$ cat src/rtl/regfile_write_queue.sv
// regfile_write_queue
//   Write-side front end of the 32 x DATA_W register file. Writeback requests
//   (register index + data) arrive over a valid/ready handshake and are held
//   in a small FIFO. The FIFO drains one entry per cycle into a registered
//   one-hot WriteEnable strobe and a registered WriteData bus. A pending-write
//   query lets issue logic stall on registers whose writes are still in flight.
//
// Ports
//   clk           clock, rising edge
//   reset         asynchronous active-low reset
//   in_valid      writeback request present
//   in_ready      queue has room (depends on registered count only)
//   in_addr       destination register index
//   in_data       data to write
//   wb_hold       suppress draining this cycle
//   WriteEnable   registered one-hot write strobe (bit 31 never set)
//   WriteData     registered write data (holds when nothing drains)
//   query_addr    register index to check
//   query_pending combinational: write to query_addr queued or strobed
//   count         number of queued entries, 0..DEPTH
module regfile_write_queue #(
  parameter int DEPTH  = 4,
  parameter int DATA_W = 64
) (
  input  logic                     clk,
  input  logic                     reset,
  input  logic                     in_valid,
  output logic                     in_ready,
  input  logic [4:0]               in_addr,
  input  logic [DATA_W-1:0]        in_data,
  input  logic                     wb_hold,
  output logic [31:0]              WriteEnable,
  output logic [DATA_W-1:0]        WriteData,
  input  logic [4:0]               query_addr,
  output logic                     query_pending,
  output logic [$clog2(DEPTH):0]   count
);

  localparam int PTR_W = $clog2(DEPTH);
  localparam logic [PTR_W:0] FULL_CNT = (PTR_W + 1)'(DEPTH);

  logic [4:0]        addr_mem [DEPTH];
  logic [DATA_W-1:0] data_mem [DEPTH];
  logic [PTR_W-1:0]  wr_ptr;
  logic [PTR_W-1:0]  rd_ptr;
  logic [PTR_W:0]    count_q;
  logic              push;
  logic              pop;
  logic [4:0]        head_addr;
  logic [PTR_W-1:0]  offs;
  logic              hit;

  assign in_ready  = (count_q != FULL_CNT);
  assign push      = in_valid && in_ready;
  assign pop       = (count_q != '0) && !wb_hold;
  assign head_addr = addr_mem[rd_ptr];
  assign count     = count_q;

  // Storage needs no reset: only entries covered by count are ever observed.
  always_ff @(posedge clk) begin
    if (push) begin
      addr_mem[wr_ptr] <= in_addr;
      data_mem[wr_ptr] <= in_data;
    end
  end

  // Pointers wrap naturally because DEPTH is a power of two.
  always_ff @(posedge clk or negedge reset) begin
    if (!reset) begin
      wr_ptr  <= '0;
      rd_ptr  <= '0;
      count_q <= '0;
    end else begin
      if (push) wr_ptr <= PTR_W'(wr_ptr + 1'b1);
      if (pop)  rd_ptr <= PTR_W'(rd_ptr + 1'b1);
      case ({push, pop})
        2'b10:   count_q <= count_q + 1'b1;
        2'b01:   count_q <= count_q - 1'b1;
        default: count_q <= count_q;
      endcase
    end
  end

  // Register 31 is hardwired zero: its writes are consumed but never strobed.
  always_ff @(posedge clk or negedge reset) begin
    if (!reset) begin
      WriteEnable <= '0;
      WriteData   <= '0;
    end else if (pop) begin
      WriteEnable <= (head_addr == 5'd31) ? 32'd0 : (32'd1 << head_addr);
      WriteData   <= data_mem[rd_ptr];
    end else begin
      WriteEnable <= '0;
    end
  end

  // Slot i holds a live entry when its distance from the head is below count.
  always_comb begin
    hit  = 1'b0;
    offs = '0;
    for (int i = 0; i < DEPTH; i++) begin
      offs = PTR_W'(i) - rd_ptr;
      if (({1'b0, offs} < count_q) && (addr_mem[PTR_W'(i)] == query_addr))
        hit = 1'b1;
    end
    query_pending = (query_addr != 5'd31) && (hit || WriteEnable[query_addr]);
  end

endmodule

$ cat config.mk
export PLATFORM = sky130hd
export DESIGN_NAME = regfile_write_queue
export DESIGN_NICKNAME = d
export VERILOG_FILES = /design/src/rtl/regfile_write_queue.sv
export SDC_FILE = /design/constraint.sdc
export NUM_CORES = 1
export LEC_CHECK = 0
export ABC_AREA = 1
export CAP_MARGIN = 20
export CORE_MARGIN = 10
export CORE_UTILIZATION = 60
export CTS_BUF_LIST = sky130_fd_sc_hd__clkbuf_16
export CTS_CLUSTER_DIAMETER = 40
export DETAILED_ROUTE_END_ITERATION = 10
export PLACE_DENSITY_LB_ADDON = 0.12
export RECOVER_POWER = 100
export SETUP_SLACK_MARGIN = 0.5
export SLEW_MARGIN = 20
export SYNTH_ARGS = -nofsm -noshare
export SYNTH_HDL_FRONTEND = slang
export SYNTH_SLANG_ARGS = --single-unit
$ cat constraint.sdc
create_clock -name clk -period 7.4 [get_ports clk]
set_input_delay 1.11 -clock clk [delete_from_list [all_inputs] [get_ports clk]]
set_output_delay 1.11 -clock clk [all_outputs]
set_load 0.005 [all_outputs]
; ---- Word-level counts from Yosys, hierarchy flattened
; Memory sizes are Yosys's and may differ from the RTL's. A register that Yosys moved wholly into a read port is not among the register bits.
; Cells that the tools add are included.
[totals]
register_bits = 39
mem_bits_rw = 276
output_inout_bits = 101
word_cells = 52
memories = 2
[classes]
add_sub_neg = 8
order_cmp = 5
eq_ne = 9
shifts = 1
mux = 11
reduce_logical = 12
[memory_table]
columns = memory, words, width, rd, rd_ports_with_merged_regs, write_ports, line_no
row1 = data_mem, 4, 64, 1, 1, 1, 43  ; logic [DATA_W-1:0] data_mem [DEPTH];
row2 = addr_mem, 4, 5, 5, 0, 1, 42  ; logic [4:0] addr_mem [DEPTH];
[ops]
columns = operator, count
row1 = 32-bit 2-to-1 mux, 2
row2 = "1-bit by 5-bit left shift with 32-bit output, first input constant", 1
row3 = 5-bit equality test, 4
row4 = 2-bit by 3-bit less-than comparator with 1-bit output, 4
row5 = 1-bit logical AND, 7
row6 = 1-bit 2-to-1 mux, 7
row7 = "5-bit by 6-bit less-than comparator with 1-bit output, second input constant", 1
row8 = 3-bit case mux with 2 select lines, 1
row9 = 1-bit binary-select mux with 5-bit select, 1
row10 = "5-bit equality test, second input constant", 1
row11 = "5-bit != test, second input constant", 1
row12 = "2-bit by 1-bit adder with 2-bit output, second input constant", 2
row13 = "1-bit by 2-bit subtractor with 2-bit output, first input constant", 2
row14 = "2-bit subtractor, first input constant", 2
row15 = "3-bit by 1-bit adder with 3-bit output, second input constant", 1
row16 = "3-bit != test, second input constant", 1
row17 = 3-bit nonzero test, 1
row18 = "3-bit by 1-bit subtractor with 3-bit output, second input constant", 1
row19 = "2-bit by 1-bit equality test with 1-bit output, second input constant", 1
row20 = "2-bit equality test, second input constant", 1
row21 = 1-bit logical NOT, 2
row22 = 2-bit nonzero test, 1
row23 = 1-bit logical OR, 1

; ---- Depth between registers and ports, before layout
; Gate-level depths: netlist of run 1.
[depth]
word_depth = 9
ltp_mapped = 14
mapped_depth_nobuf = 14

; ---- Worst setup path before layout of run 1
; Ideal clock, no wire load.
[synth_timing]
path_kind = input port to flip-flop
start = in in_valid
end = mem addr_mem[0][0], enable pin
arrival_ns = 4.175
required_time_ns = 6.903
slack_ns = 2.729
cell_stages = 2
cell_sequence = nand2_1 nor2_1
[synth_between]
elab_chain_cells = 3
[synth_lines]
columns = item, line_no
row1 = "start, declared", 27  ; input logic in_valid,
row2 = 1-bit logical AND, 54  ; assign push = in_valid && in_ready;
row3 = 1-bit 2-to-1 mux, 61  ; if (push) begin
row4 = 1-bit 2-to-1 mux (implied by the code), 62  ; addr_mem[wr_ptr] <= in_addr;
row5 = "end, declared", 42
; Every way passes these cells.

; ---- Worst setup path in the final report of run 1
[layout_timing]
start = in wb_hold
end = reg WriteEnable[29]
[layout_between]
elab_chain_cells = 3
[layout_lines]
columns = item, line_no
row1 = "start, declared", 31  ; input logic wb_hold,
row2 = 1-bit logical NOT, 55  ; assign pop = (count_q != '0) && !wb_hold;
row3 = 1-bit logical AND, 55
row4 = 32-bit 2-to-1 mux, 89  ; end else if (pop) begin
row5 = "end signal, assigned", 90  ; WriteEnable <= (head_addr == 5'd31) ? 32'd0 : (32'd1 << head_addr);
row6 = "end, declared", 32  ; output logic [31:0] WriteEnable,
; Every way passes these cells.
; A chain may end at the register's enable or synchronous reset.

==> impl_metrics.toml, run 1 <==
[global_route]
grtUsageTotal = 0.209
antenna_found_initial = 9
grt_pass1_wl_mm = 50.9
grt_overflow = 0
grt_max_degree = 70
grt_pass1_vias = 9320

[drt]
finalWirelength_mm = 32.3
dr.first_iter.drc_count = 644
wl_per_cell_um = 19.3
vias = 9033
antenna_left = 0
drc = 0
drt_first_pass_iters = 6
vias_per_cell = 5.41

[sta]
setup_tns_ns = 0
timing.final.crit_share = 0.784
tightest_slew_ns = 4.47
hold_ws_ns = 0.497
fin_skew_ns = 0.0215
fmax_ghz = 0.172
rsz0062_at_grt = "false"
slew-limit-headroom = -1.98
slew_violations = 295
setup_viol = 0
hold_violations = 0
min_period_ns = 5.80

[finish]
multi_input_area_um2 = 3360
fill_cells = 1545
finish.net_count = 1395
area_growth_pct = 22.7
drive_gt1_frac = 0.118
area.sequential_um2 = 10900

[outcome]
status = "finished with violations"
violations = "capacitance limit, slew limit"

[clock_tree]
clkLatencyLatePin_ns = 0.54
cts_setup_buffers = 0
clock_sinks = 379
numCtsBuffers = 43
cts_root_buf = "clkbuf_16"
cts.htree.levels = 2
cts_buffer_depth = 3
clk_pin_slew_ns = 0.06
cts-resized-gates = 0
cts_hold_buf = 0
cts_tree = "done"

[floorplanning]
die_w_um = 177
die_area_um2 = 31300
core-area_um2 = 24200
ios = 179
std_cell_rows = 57
initial_utilization = 0.609
die_h_um = 177

[power_and_ir_drop]
power_switching_share = 0.313
powerDensity_nw_per_um2 = 396
p_comb_frac = 0.286
ir_drop_uv = 303
clkPwrFrac = 0.287
p_sw_mw = 2.24
p_int_mw = 4.93
p_leak_nw = 7.05
power_frac_seq = 0.427

[logic_synthesis]
yosysSeqAreaShare = 0.736
synthTopCellsByArea = "edfxtp_1, dfrtp_1, nand2_1"
async_flop_share = 0.272
synth.most_common_cell = "nand2_1"
yosys_most_used_dff = "edfxtp_1"
synth_top_area_share = 0.561
synth_area_um2 = 14800
synth_warnings = 0
syn_avg_cell_area_um2 = 13.2
syn_inst = 1118
yosysUniqueCellTypes = 33
ys_ff_latch = 379
synth_edf_count = 276
synth_commonest_cells = "nand2_1, edfxtp_1, dfrtp_1"
syn_nets = 1206
synth_top_cell_by_area = "edfxtp_1"

[worst_setup_path]
start_kind = "primary input"
worstPathRequired_ns = 7.83
path_max_fanout = 67
cp.arrival_ns = 6.23
path_class = "in -> reg"
rr_worst_depth = 5
end_kind = "register"

[min_path]
hold_path_class = "reg -> reg"
min_path_cells = 1

[run]
max-cap-violations = 7

[place]
place_congestion = 0.891
dpl.hpwl_mm = 18.8
port_buffers = 178
## kinds of logic after synthesis
family / Yosys count / synth area share
simple gates: 524 / 0.149
fa+ha+maj: 10 / 0.00898
compound gates: 17 / 0.00856
other cells: 1 / 0.000254
buf+inv: 104 / 0.0377
mux: 64 / 0.0488
xor+xnor: 19 / 0.0113
flops: 379 / 0.736
## sequential cells by signal, summed over array words and instances, names as in the netlist
| register | count |
|---|---|
| WriteData | 64 |
| WriteEnable | 32 |
| addr_mem | 20 |
| count | 3 |
| data_mem | 256 |
| rd_ptr | 2 |
| wr_ptr | 2 |
## layout by cell type, fill, tap and decap left out, types with 10 or more instances in the layout
cell,synthesis,final
inv_1,49,58
clkbuf_16,0,44
nand2_1,361,361
edfxtp_1,276,276
nand3_1,31,31
dfrtp_1,103,103
nor2_1,59,58
inv_2,10,10
dlygate4sd3_1,0,171
nand4_1,65,65
mux2_2,64,63
xor2_1,10,10
## final timing paths
| path | start | end | slack [ns] |
|---|---|---|---|
| max in group asynchronous | reset | WriteData[59]$_DFFE_PN0P_ | 3.99 |
| min in group asynchronous | reset | WriteData[8]$_DFFE_PN0P_ | 1.45 |
| worst min-delay path | WriteData[6]$_DFFE_PN0P_ | WriteData[6]$_DFFE_PN0P_ | 0.50 |
| worst max-delay path | wb_hold | WriteEnable[29]$_DFF_PN0_ | 1.60 |
| worst min register to register | WriteData[6]$_DFFE_PN0P_ | WriteData[6]$_DFFE_PN0P_ | 0.50 |
| worst max register to register | count[1]$_DFFE_PN0P_ | WriteEnable[29]$_DFF_PN0_ | 2.04 |
## per-layer routing
layer / vias to the layer above / track usage / wire (µm)
met3: 61 / 0.0531 / 2300
met5: - / 0 / 35
met2: 299 / 0.352 / 15800
li1: 4245 / - / -
met4: 6 / 0.0630 / 715
met1: 4422 / 0.262 / 13500
## worst max-delay path, cell delays in order
cell and delay, ns:
clkdlybuf4s50_1 0.44, a31oi_4 0.21, clkbuf_1 3.14, o21ai_2 0.93, nor2_1 0.34
## power by group through the flow
stage                     Sequential, mW  Clock [mW]  Combinational (mW)
after global routing                3.12        2.19                2.29
after detailed placement            3.10           0                2.16
after CTS                           3.07        2.09                2.18
after global placement              3.09           0                2.12
final                               3.07        2.06                2.05
after floorplan                     3.09           0                1.28
## final cells by class
| type | instances | area share |
|---|---|---|
| Inverter | 59 | 0.0122 |
| Clock inverter | 34 | 0.0169 |
| Tap cell | 324 | 0.0224 |
| Timing Repair Buffer | 189 | 0.102 |
| Antenna cell | 6 | 0.000829 |
| Sequential cell | 379 | 0.600 |
| Multi-Input combinational cell | 635 | 0.185 |
| Clock buffer | 44 | 0.0608 |
## stage by stage
step / instances / util / power [mW] / worst slack [ns] / instance area, µm²
after floorplan: 1118 / - / 4.37 / 2.73 / 14800
after global placement: 1586 / 0.690 / 5.21 / 2.70 / 16700
after detailed placement: 1586 / 0.690 / 5.26 / 2.65 / 16700
after CTS: 1664 / 0.748 / 7.33 / 2.64 / 18100
after global routing: 1667 / 0.747 / 7.60 / 1.25 / 18100
final: 1670 / 0.747 / 7.18 / 1.60 / 18100
No activity file was read; power rests on OpenSTA's default activity.
==> run 2, diff against run 1 <==
--- a/config.mk
+++ b/config.mk
@@ -8,7 +8,7 @@
 export ABC_AREA = 1
 export CAP_MARGIN = 20
 export CORE_MARGIN = 10
-export CORE_UTILIZATION = 60
+export CORE_UTILIZATION = 55
 export CTS_BUF_LIST = sky130_fd_sc_hd__clkbuf_16
 export CTS_CLUSTER_DIAMETER = 40
 export DETAILED_ROUTE_END_ITERATION = 10
==> constraint.sdc (replaced) <==
create_clock -name clk -period 5.9 [get_ports clk]
set_input_delay 0.885 -clock clk [delete_from_list [all_inputs] [get_ports clk]]
set_output_delay 0.885 -clock clk [all_outputs]
set_load 0.005 [all_outputs]
==> impl_metrics.toml, run 2 (synthesis results as in run 1) <==
[power_and_ir_drop]
p_comb_frac = 0.275
p_int_mw = 6.49
p_sw_mw = 2.82
p_leak_nw = 7.15
power_frac_seq = 0.412
ir_drop_uv = 338
powerDensity_nw_per_um2 = 508
clkPwrFrac = 0.313
power_switching_share = 0.303

[global_route]
grt_max_degree = 70
grt_pass1_vias = 9040
antenna_found_initial = 5
grt_overflow = 0
grt_pass1_wl_mm = 50.7
grtUsageTotal = 0.192

[drt]
dr_wl_met2_mm = 16.2
vias = 8902
top_layer = "met5"
dr_wl_met3_mm = 1.99
wl_met1_mm = 13.7
finalWirelength_mm = 32.5
dr.first_iter.drc_count = 588
drc = 0
vias_per_cell = 5.28
antenna_left = 0
drt_first_pass_iters = 5
wl_per_cell_um = 19.3

[finish]
reg_top3 = "data_mem (256), WriteData (64), WriteEnable (32)"
final_cell_mix = "nand2_1, edfxtp_1, dlygate4sd3_1, dfrtp_1, nand4_1"
final_common_cell = "nand2_1"
area_growth_pct = 24.1
drive_gt1_frac = 0.122
largest_reg_flops = 256
finish.net_count = 1400
finalNonFillerCells = 1686
top_register = "data_mem"

[worst_setup_path]
path_max_fanout = 24
rr_worst_depth = 6
reg2reg_slack_ns = 1.35
rr_endpoint = "data_mem[2][19]$_DFFE_PP_"
path_class = "in -> reg"
start_kind = "primary input"
crit_path_max_incr_delay_ns = 1.24
critPathSlowestCell = "clkbuf_1"
crit_top_cell = "clkbuf_1"
cp-startpoint = "in_valid"
worstPathCellList = "dlygate4sd3_1, nand2_1, nor2_1, clkbuf_1, clkbuf_1"
crit-reg2reg-launch = "count[1]$_DFFE_PN0P_"
end_kind = "register"
worstPathRequired_ns = 6.03
critPathCapture = "data_mem[2][19]$_DFFE_PP_"
cp.arrival_ns = 4.88

[clock_tree]
cts_setup_buffers = 0
cts_buffer_depth = 3
numCtsBuffers = 45
cts.htree.levels = 2
cts_tree = "done"
clock_sinks = 379
cts_hold_buf = 0
clkLatencyLatePin_ns = 0.53
cts_root_buf = "clkbuf_16"
cts-resized-gates = 0
clk_pin_slew_ns = 0.05

[place]
port_buffers = 178
numPlacedInstances = 1599
dpl.hpwl_mm = 19.4
place_congestion = 0.885

[sta]
rsz0062_at_grt = "false"
slew-limit-headroom = -1.01
fin_skew_ns = 0.0157
setup_tns_ns = 0
setup_viol = 0
slew_violations = 360
tightest_slew_ns = 3.01
min_period_ns = 4.75
fmax_ghz = 0.210
hold_violations = 0
timing.final.crit_share = 0.805

[floorplanning]
ios = 179
core-area_um2 = 26200
die_area_um2 = 33800
initial_utilization = 0.563
die_h_um = 184
std_cell_rows = 59
die_w_um = 184

[outcome]
violations = "capacitance limit, slew limit"
status = "finished with violations"

[min_path]
hold_path_class = "reg -> reg"
min_from = "WriteData[20]$_DFFE_PN0P_"

[run]
max-cap-violations = 9
==> run 2: final cells by class <==
class                   instances  area (µm²)
flip-flops and latches        379       10900
fillers                      1822        7880
multi-input cells             635        3340
repair buffers                192        1850
clock buffers                  46        1150
clock inverters                37         464
well taps                     335         419
inverters                      59         221
diodes                          3        7.51
==> run 2: critical path, delay by kind of cell <==
family / cells / cell delay [ns]
and+or+nand+nor: 2 / 1.00
buffers and inverters: 3 / 2.96
==> run 2: how the worst min path moves through the flow <==
stage	endpoint	slack, ns	cells after the start
CTS	WriteEnable[26]$_DFF_PN0_	0.43	1
global placement	WriteData[42]$_DFFE_PN0P_	0.49	1
floorplan	count[1]$_DFFE_PN0P_	0.49	2
finish	WriteData[20]$_DFFE_PN0P_	0.50	1
global route	WriteData[54]$_DFFE_PN0P_	0.51	1
detailed placement	WriteData[32]$_DFFE_PN0P_	0.49	1
==> run 2: routing by layer <==
layer / vias to the layer above / GRT usage
li1: 4258 / -
met4: 2 / 0.0580
met1: 4339 / 0.237
met2: 250 / 0.331
met5: - / 0
met3: 53 / 0.0427
==> run 2: power by group through the flow <==
stage	clock network [mW]	logic (mW)	registers, mW
floorplan	0	1.60	3.88
global placement	0	2.69	3.87
detailed placement	0	2.73	3.88
CTS	2.96	2.75	3.83
global route	3.07	2.86	3.90
finish	2.92	2.56	3.83
==> run 2: stage by stage <==
stage / cell area [µm²] / setup slack (ns) / hold slack (ns) / util / total power, mW
after floorplan: 14800 / 1.45 / 0.493 / - / 5.48
after global placement: 16800 / 1.67 / 0.489 / 0.640 / 6.56
after detailed placement: 16800 / 1.59 / 0.495 / 0.640 / 6.61
after CTS: 18400 / 1.59 / 0.431 / 0.701 / 9.55
after global routing: 18300 / 0.815 / 0.506 / 0.699 / 9.83
final: 18300 / 1.15 / 0.497 / 0.699 / 9.31
